**src/rtl/lifo_stack.sv**
```systemverilog
// lifo_stack: parametrised LIFO stack with separate push/pop strobes (pop+push = replace top).
// Latency: pop data registered, on dout with dout_vld one cycle after the request; top is a combinational peek.
// Backpressure: none; push on full / pop on empty are dropped (sticky ovf/udf when LIFO_STACK_ERR_EN is defined).
module lifo_stack #(
   parameter int WIDTH = 16,
   parameter int DEPTH = 16,
   localparam int CW = $clog2(DEPTH + 1)
) (
   input  logic             clk,
   input  logic             rst,
   input  logic             push,
   input  logic             pop,
   input  logic [WIDTH-1:0] din,
   output logic [WIDTH-1:0] dout,
   output logic             dout_vld,
   output logic [WIDTH-1:0] top,
   output logic [CW-1:0]    count,
   output logic             empty,
   output logic             full,
   input  logic             err_clr,
   output logic             ovf,
   output logic             udf
);

   // Index width for the storage array; DEPTH need not be a power of two.
   localparam int AW = (DEPTH > 1) ? $clog2(DEPTH) : 1;

   logic [WIDTH-1:0] r_mem [DEPTH];
   logic [CW-1:0]    r_count;
   logic [WIDTH-1:0] r_dout;
   logic             r_dout_vld;

   logic             w_empty;
   logic             w_full;
   logic             w_push_acc;
   logic             w_pop_acc;
   logic [AW-1:0]    w_top_idx;
   logic [AW-1:0]    w_wr_idx;
   logic [CW-1:0]    w_count_nxt;

   // Status is decoded from the registered count only, so no input reaches an output combinationally.
   assign w_empty = (r_count == '0);
   assign w_full  = (r_count == CW'(DEPTH));

   // A pop needs data; a push is taken unless the stack is full and no pop frees the top slot.
   // Push+pop on an empty stack therefore performs the push and drops the pop.
   assign w_pop_acc  = pop & ~w_empty;
   assign w_push_acc = push & (~w_full | w_pop_acc);

   // Top slot index; wraps when empty, but nothing reads or writes it then.
   assign w_top_idx = AW'(r_count - CW'(1));

   // Replace overwrites the current top; a plain push writes the slot above it.
   assign w_wr_idx = w_pop_acc ? w_top_idx : AW'(r_count);

   // Occupancy moves only when exactly one of the two operations is accepted.
   always_comb begin
      w_count_nxt = r_count;
      if (w_push_acc && !w_pop_acc)
         w_count_nxt = r_count + CW'(1);
      else if (w_pop_acc && !w_push_acc)
         w_count_nxt = r_count - CW'(1);
   end

   // Storage write; the array is deliberately not reset and requests during reset are ignored.
   always_ff @(posedge clk) begin
      if (!rst && w_push_acc)
         r_mem[w_wr_idx] <= din;
   end

   // Occupancy register.
   always_ff @(posedge clk or posedge rst) begin
      if (rst)
         r_count <= '0;
      else
         r_count <= w_count_nxt;
   end

   // Pop data path: dout holds between pops, dout_vld pulses for each accepted pop.
   always_ff @(posedge clk or posedge rst) begin
      if (rst) begin
         r_dout     <= '0;
         r_dout_vld <= 1'b0;
      end else begin
         r_dout_vld <= w_pop_acc;
         if (w_pop_acc)
            r_dout <= r_mem[w_top_idx];
      end
   end

`ifdef LIFO_STACK_ERR_EN
   logic r_ovf;
   logic r_udf;
   logic w_ovf_set;
   logic w_udf_set;

   // A push is only rejected when the stack is full and nothing is popped alongside it.
   assign w_ovf_set = push & ~pop & w_full;
   assign w_udf_set = pop & w_empty;

   // Sticky error flags; a fresh rejection wins over a simultaneous clear.
   always_ff @(posedge clk or posedge rst) begin
      if (rst) begin
         r_ovf <= 1'b0;
         r_udf <= 1'b0;
      end else begin
         if (w_ovf_set)
            r_ovf <= 1'b1;
         else if (err_clr)
            r_ovf <= 1'b0;
         if (w_udf_set)
            r_udf <= 1'b1;
         else if (err_clr)
            r_udf <= 1'b0;
      end
   end

   assign ovf = r_ovf;
   assign udf = r_udf;
`else
   // Flag logic removed: outputs tied low, clear input has no effect.
   logic w_unused;
   assign w_unused = &{1'b0, err_clr};
   assign ovf      = 1'b0;
   assign udf      = 1'b0;
`endif

   assign count    = r_count;
   assign empty    = w_empty;
   assign full     = w_full;
   assign dout     = r_dout;
   assign dout_vld = r_dout_vld;
   assign top      = w_empty ? '0 : r_mem[w_top_idx];

endmodule

```
**config.mk**
```make
export PLATFORM = sky130hd
export DESIGN_NAME = lifo_stack
export DESIGN_NICKNAME = d
export VERILOG_FILES = /design/src/rtl/lifo_stack.sv
export SDC_FILE = /design/constraint.sdc
export NUM_CORES = 1
export LEC_CHECK = 0
export BUFFER_PORTS_ARGS = -buffer_cell sky130_fd_sc_hd__buf_2
export CAP_MARGIN = 20
export CORE_AREA = 5 5 142 158
export DETAILED_ROUTE_END_ITERATION = 10
export DIE_AREA = 0 0 147 163
export PLACE_DENSITY_LB_ADDON = 0.2
export SETUP_SLACK_MARGIN = 0.5
export SYNTH_ARGS = -nofsm -noshare
export SYNTH_HDL_FRONTEND = slang
export SYNTH_SLANG_ARGS = --single-unit
```
**constraint.sdc**
```tcl
create_clock -name clk -period 4.25 [get_ports clk]
set_clock_uncertainty 0.15 [all_clocks]
set_input_delay 0.85 -clock clk [delete_from_list [all_inputs] [get_ports clk]]
set_output_delay 0.85 -clock clk [all_outputs]
set_load 0.01 [all_outputs]
```
## Word-level counts from Yosys, hierarchy flattened

Memories as Yosys holds them, arrays and structs flattened.
Cells that the tools add are included.

- Register bits after elaboration: 22
- Output and inout port bits: 42
- Input port bits: 21
- Bits in writable memories: 256
- Memories: 1
- Logic and storage cells: 26

Memory list:

| memory | words | width | rd ports | clocked after Yosys merged registers in | wr ports | RTL line | RTL |
|---|---|---|---|---|---|---|---|
| r_mem | 16 | 16 | 1 | 0 | 1 | 28 | `logic [WIDTH-1:0] r_mem [DEPTH];` |

- Equal/unequal tests: 1
- Add/sub/neg operators: 2
- Reductions and logical operators: 8
- Bitwise gates (word level): 5
- Mux-type cells: 6

Operators by type and width:

| kind | number |
|---|---|
| 16-bit 2-to-1 mux | 1 |
| 5-bit 2-to-1 mux | 2 |
| 5-bit by 1-bit adder with 5-bit output, second input constant | 1 |
| 5-bit equality test, second input constant | 1 |
| 5-bit zero test | 1 |
| 5-bit by 1-bit subtractor with 5-bit output, second input constant | 1 |
| 4-bit 2-to-1 mux | 1 |
| 1-bit logical AND | 3 |
| 1-bit zero test | 3 |
| 1-bit bitwise AND | 2 |
| 1-bit 2-to-1 mux | 2 |
| 1-bit NOT | 2 |
| 2-bit nonzero test | 1 |
| 1-bit OR | 1 |

## Longest topological paths before layout

- Depth in word-level cells: 9
- Gate-level depth with buffers: 12
- Mapped depth without buffers: 9

## Worst setup path before layout

No wires, ideal clock.

- Path type: register -> output
- Start: register r_count[0], in the netlist count[0]
- End: output top[10]
- Setup slack: 358 ps
- Path buffers: 5
- Arrival: 2,892 ps
- Data required time: 3,250 ps
- Cell stages (with the launch flop): 11
- Path through: dfrtp_1 > buf_2 > buf_2 > inv_1 > ha_1 > clkbuf_1 > buf_2 > clkbuf_1 > mux4_2 > a221oi_2 > nor2_1

- Word-level cells in the longest chain between the ends: 3
- Elaborated cells on any way between the ends: 4
- Classes of those cells: 1 x add/sub; 1 x mux; 1 x reduce/logical; 1 x memory

Ends and longest elaborated chain:

| item | RTL line | RTL |
|---|---|---|
| start: declaration | 29 | `logic [CW-1:0] r_count;` |
| start signal: assignment | 76 | `r_count <= w_count_nxt;` |
| 5-bit by 1-bit subtractor with 5-bit output | n/a |  |
| memory read 16 x 16 bit | n/a |  |
| 16-bit 2-to-1 mux * | 133 | `assign top = w_empty ? '0 : r_mem[w_top_idx];` |
| end: declaration | 16 | `output logic [WIDTH-1:0] top,` |

Mark *: on every way between the ends. The rest lies on a longest branch, timed or not.

## Final worst setup path

- Start: register r_count[0], in the netlist count[0]
- End: output top[5]

The elaborated chain is that of the path after synthesis.

==> results.toml <==
[routing]
drt_wl_total_um = 23900
dr.pass1.iters = 5
drtIter0Drc = 426
routedWlPerCell_um = 24.7
dr.max_layer_used = "met4"
drt-met1-wl_um = 9810
route.met2.wl_um = 11800
ant_nets = 0
vias = 5725
drc_errors = 0
via_per_inst = 5.91
met3_length_um = 1750

[worst_setup_path]
arrival_ps = 2810
worstSetupStartpointType = "register"
cp.required_ps = 3250
endpoint_kind = "primary output"
r2r_slack_ps = 990
rr_worst_depth = 8
critPathLaunch = "count[0]"
critical_path_class = "reg -> out"
cp_max_fo = 6
r2r-end = "r_mem[1][1]"
timing.rr.start = "count[0]"
cp-endpoint = "top[5]"

[timing]
setup_viol = 0
finalHoldViolCount = 0
post-route-period-util_pct = 89.6
fin_crit_ps = 3810
rsz0062_at_grt = "true"
max_freq_ghz = 0.263
drv_slew = 0
fin_setup_tns_ps = 0
slew_headroom_pct = 48.2
worst_pin_slew_ps = 774

[placement]
dp_hpwl_um = 14300
globalplace.congestion = 0.829
io_buffers = 59

[global_routing]
grt_use_total_pct = 19.4
overflow = 0
grt_antenna_before_repair = 0
grt_max_degree = 35
grt_pass1_wl_um = 35400
grt_pass1_vias = 5851

[synthesis]
synth_cell_types = 46
synthTopCellsByArea = "edfxtp_1, mux4_2, dfrtp_1, a221oi_2, nor2_1"
synth_area_leader_cell = "edfxtp_1"
async_reset_ff_share_pct = 7.91
avgSynthCellArea_um2 = 19.4
synth_top_area_share_pct = 69.0
synth-edff-count = 256
syn_inst = 575
netlist_area_um2 = 11100
synth.most_common_cell = "edfxtp_1"
ys.flop_type = "edfxtp_1"
yosys_warnings = 0
ys_seq_area_share_pct = 74.0
ys_top_cells_by_count = "edfxtp_1, mux4_2, nor2_1, inv_1, nand2_1"
synth-seq-cells = 278

[clock_network]
clkSinkCount = 278
clock_latency_ps = 530
cts_buffer_depth = 3
htree_levels = 1
numCtsBuffers = 26
tritoncts = "done"
clkTransAtPathRegs_ps = 60
clockRootBuffer = "clkbuf_16"

[floorplanning]
die_h_um = 163
fp.dieW_um = 147
dieArea_um2 = 24000
rows = 56
initial_utilization_pct = 53.5
core-area_um2 = 20800
ios = 63

[outcome]
status = "finished, final reports clean"

[cells_and_area]
insertedDiodeCount = 0
nets = 714
multi_input_area_um2 = 2810
ff_latch_area_um2 = 8240
areaGrowthSynthToFinish_pct = 19.2
drive_gt1_share_pct = 35.8
fill_cells = 1400

[flow_run]
maxCapViolations = 0

[power]
p_leak_nw = 4.62
vdd_drop_max_uv = 425
finalPower_mw = 10.6
p_per_area_nw_per_um2 = 802

[hold_path]
min_path_type = "in -> async"
## worst min path at each step
stage                   from       end  slack (ps)  cells past startpoint
global placement    dout[15]  dout[15]         310                      2
global route             rst   dout[7]         270                      3
finish                   rst   dout[3]         240                      3
detailed placement   dout[7]   dout[7]         320                      2
floorplan            dout[0]   dout[0]         370                      2
CTS                      rst   dout[7]         230                      3
## worst max-delay path, stage by stage, from the launching register on
cell and delay (ps):
dfrtp_4 500, inv_6 60, ha_4 360, buf_6 130
clkbuf_16 140, mux4_2 330, nor2b_4 160, nor4_4 380
nor2_1 70, buf_2 150
## per-layer routing
| metal | vias to the layer above | GRT usage [%] |
|---|---|---|
| met5 | - | 0 |
| met4 | 0 | 6.27 |
| li1 | 2518 | - |
| met1 | 2947 | 27.6 |
| met3 | 38 | 3.34 |
| met2 | 222 | 31.3 |
## cells by family after synthesis
kind of cell,after synthesis,share of synthesized area (%)
adders and majority gates,4,0.450
DFF,278,74.0
other,1,0.0337
xor gates and xnor gates,7,0.551
buffers and inverters,56,2.38
AOI/OAI and AO/OA,63,4.55
muxes,65,13.0
and+or+nand+nor,101,5.00
## registers in the layout, indices dropped and copies added, names as in the netlist
name,cells
dout,16
r_mem,256
count,5
dout_vld,1
## where the power goes
part	internal (mW)	switching (mW)	total [mW]
Clock	1.34	0.941	2.28
Sequential	3.26	0.151	3.41
Combinational	2.40	2.56	4.96
## placed cells by master (no fill, tap or decap), drive strengths merged, types with 3 or more instances in the layout
cell type / count
a21boi: 12
a21oi: 4
a221oi: 10
and2b: 4
buf: 108
bufinv: 3
clkbuf: 39
clkinv: 9
dfrtp: 22
edfxtp: 256
ha: 4
inv: 27
mux4: 64
nand2: 25
nor2: 36
nor2b: 10
nor3: 6
nor4: 6
o21ai: 21
o22ai: 10
xor2: 5
## layout make-up
type	count	share of cell area [%]
Sequential cell	278	62.1
Clock inverter	13	1.03
Inverter	27	0.801
Multi-Input combinational cell	242	21.2
Timing Repair Buffer	114	7.17
Clock buffer	33	5.26
Tap cell	261	2.46
## what timing repair did
action | 4_1_cts | 5_1_grt
resized for setup | 26 | 29
setup buffers | 2 | 16
hold buffers | 0 | 0
cloned | 2 | 6
endpoints found under the setup margin | 16 | 16
pin swaps | 3 | 8
## stage by stage
stage	setup WS [ps]	instance area, µm²	util, %	hold slack (ps)	instances
2_1_floorplan	506	11100	-	373	576
3_3_place_gp	580	11800	56.9	312	896
3_5_place_dp	519	11800	56.9	321	896
4_1_cts	455	12900	61.9	230	946
5_1_grt	361	13300	63.8	274	968
6_report	441	13300	63.8	235	968
(Power assumes the default switching activity.)
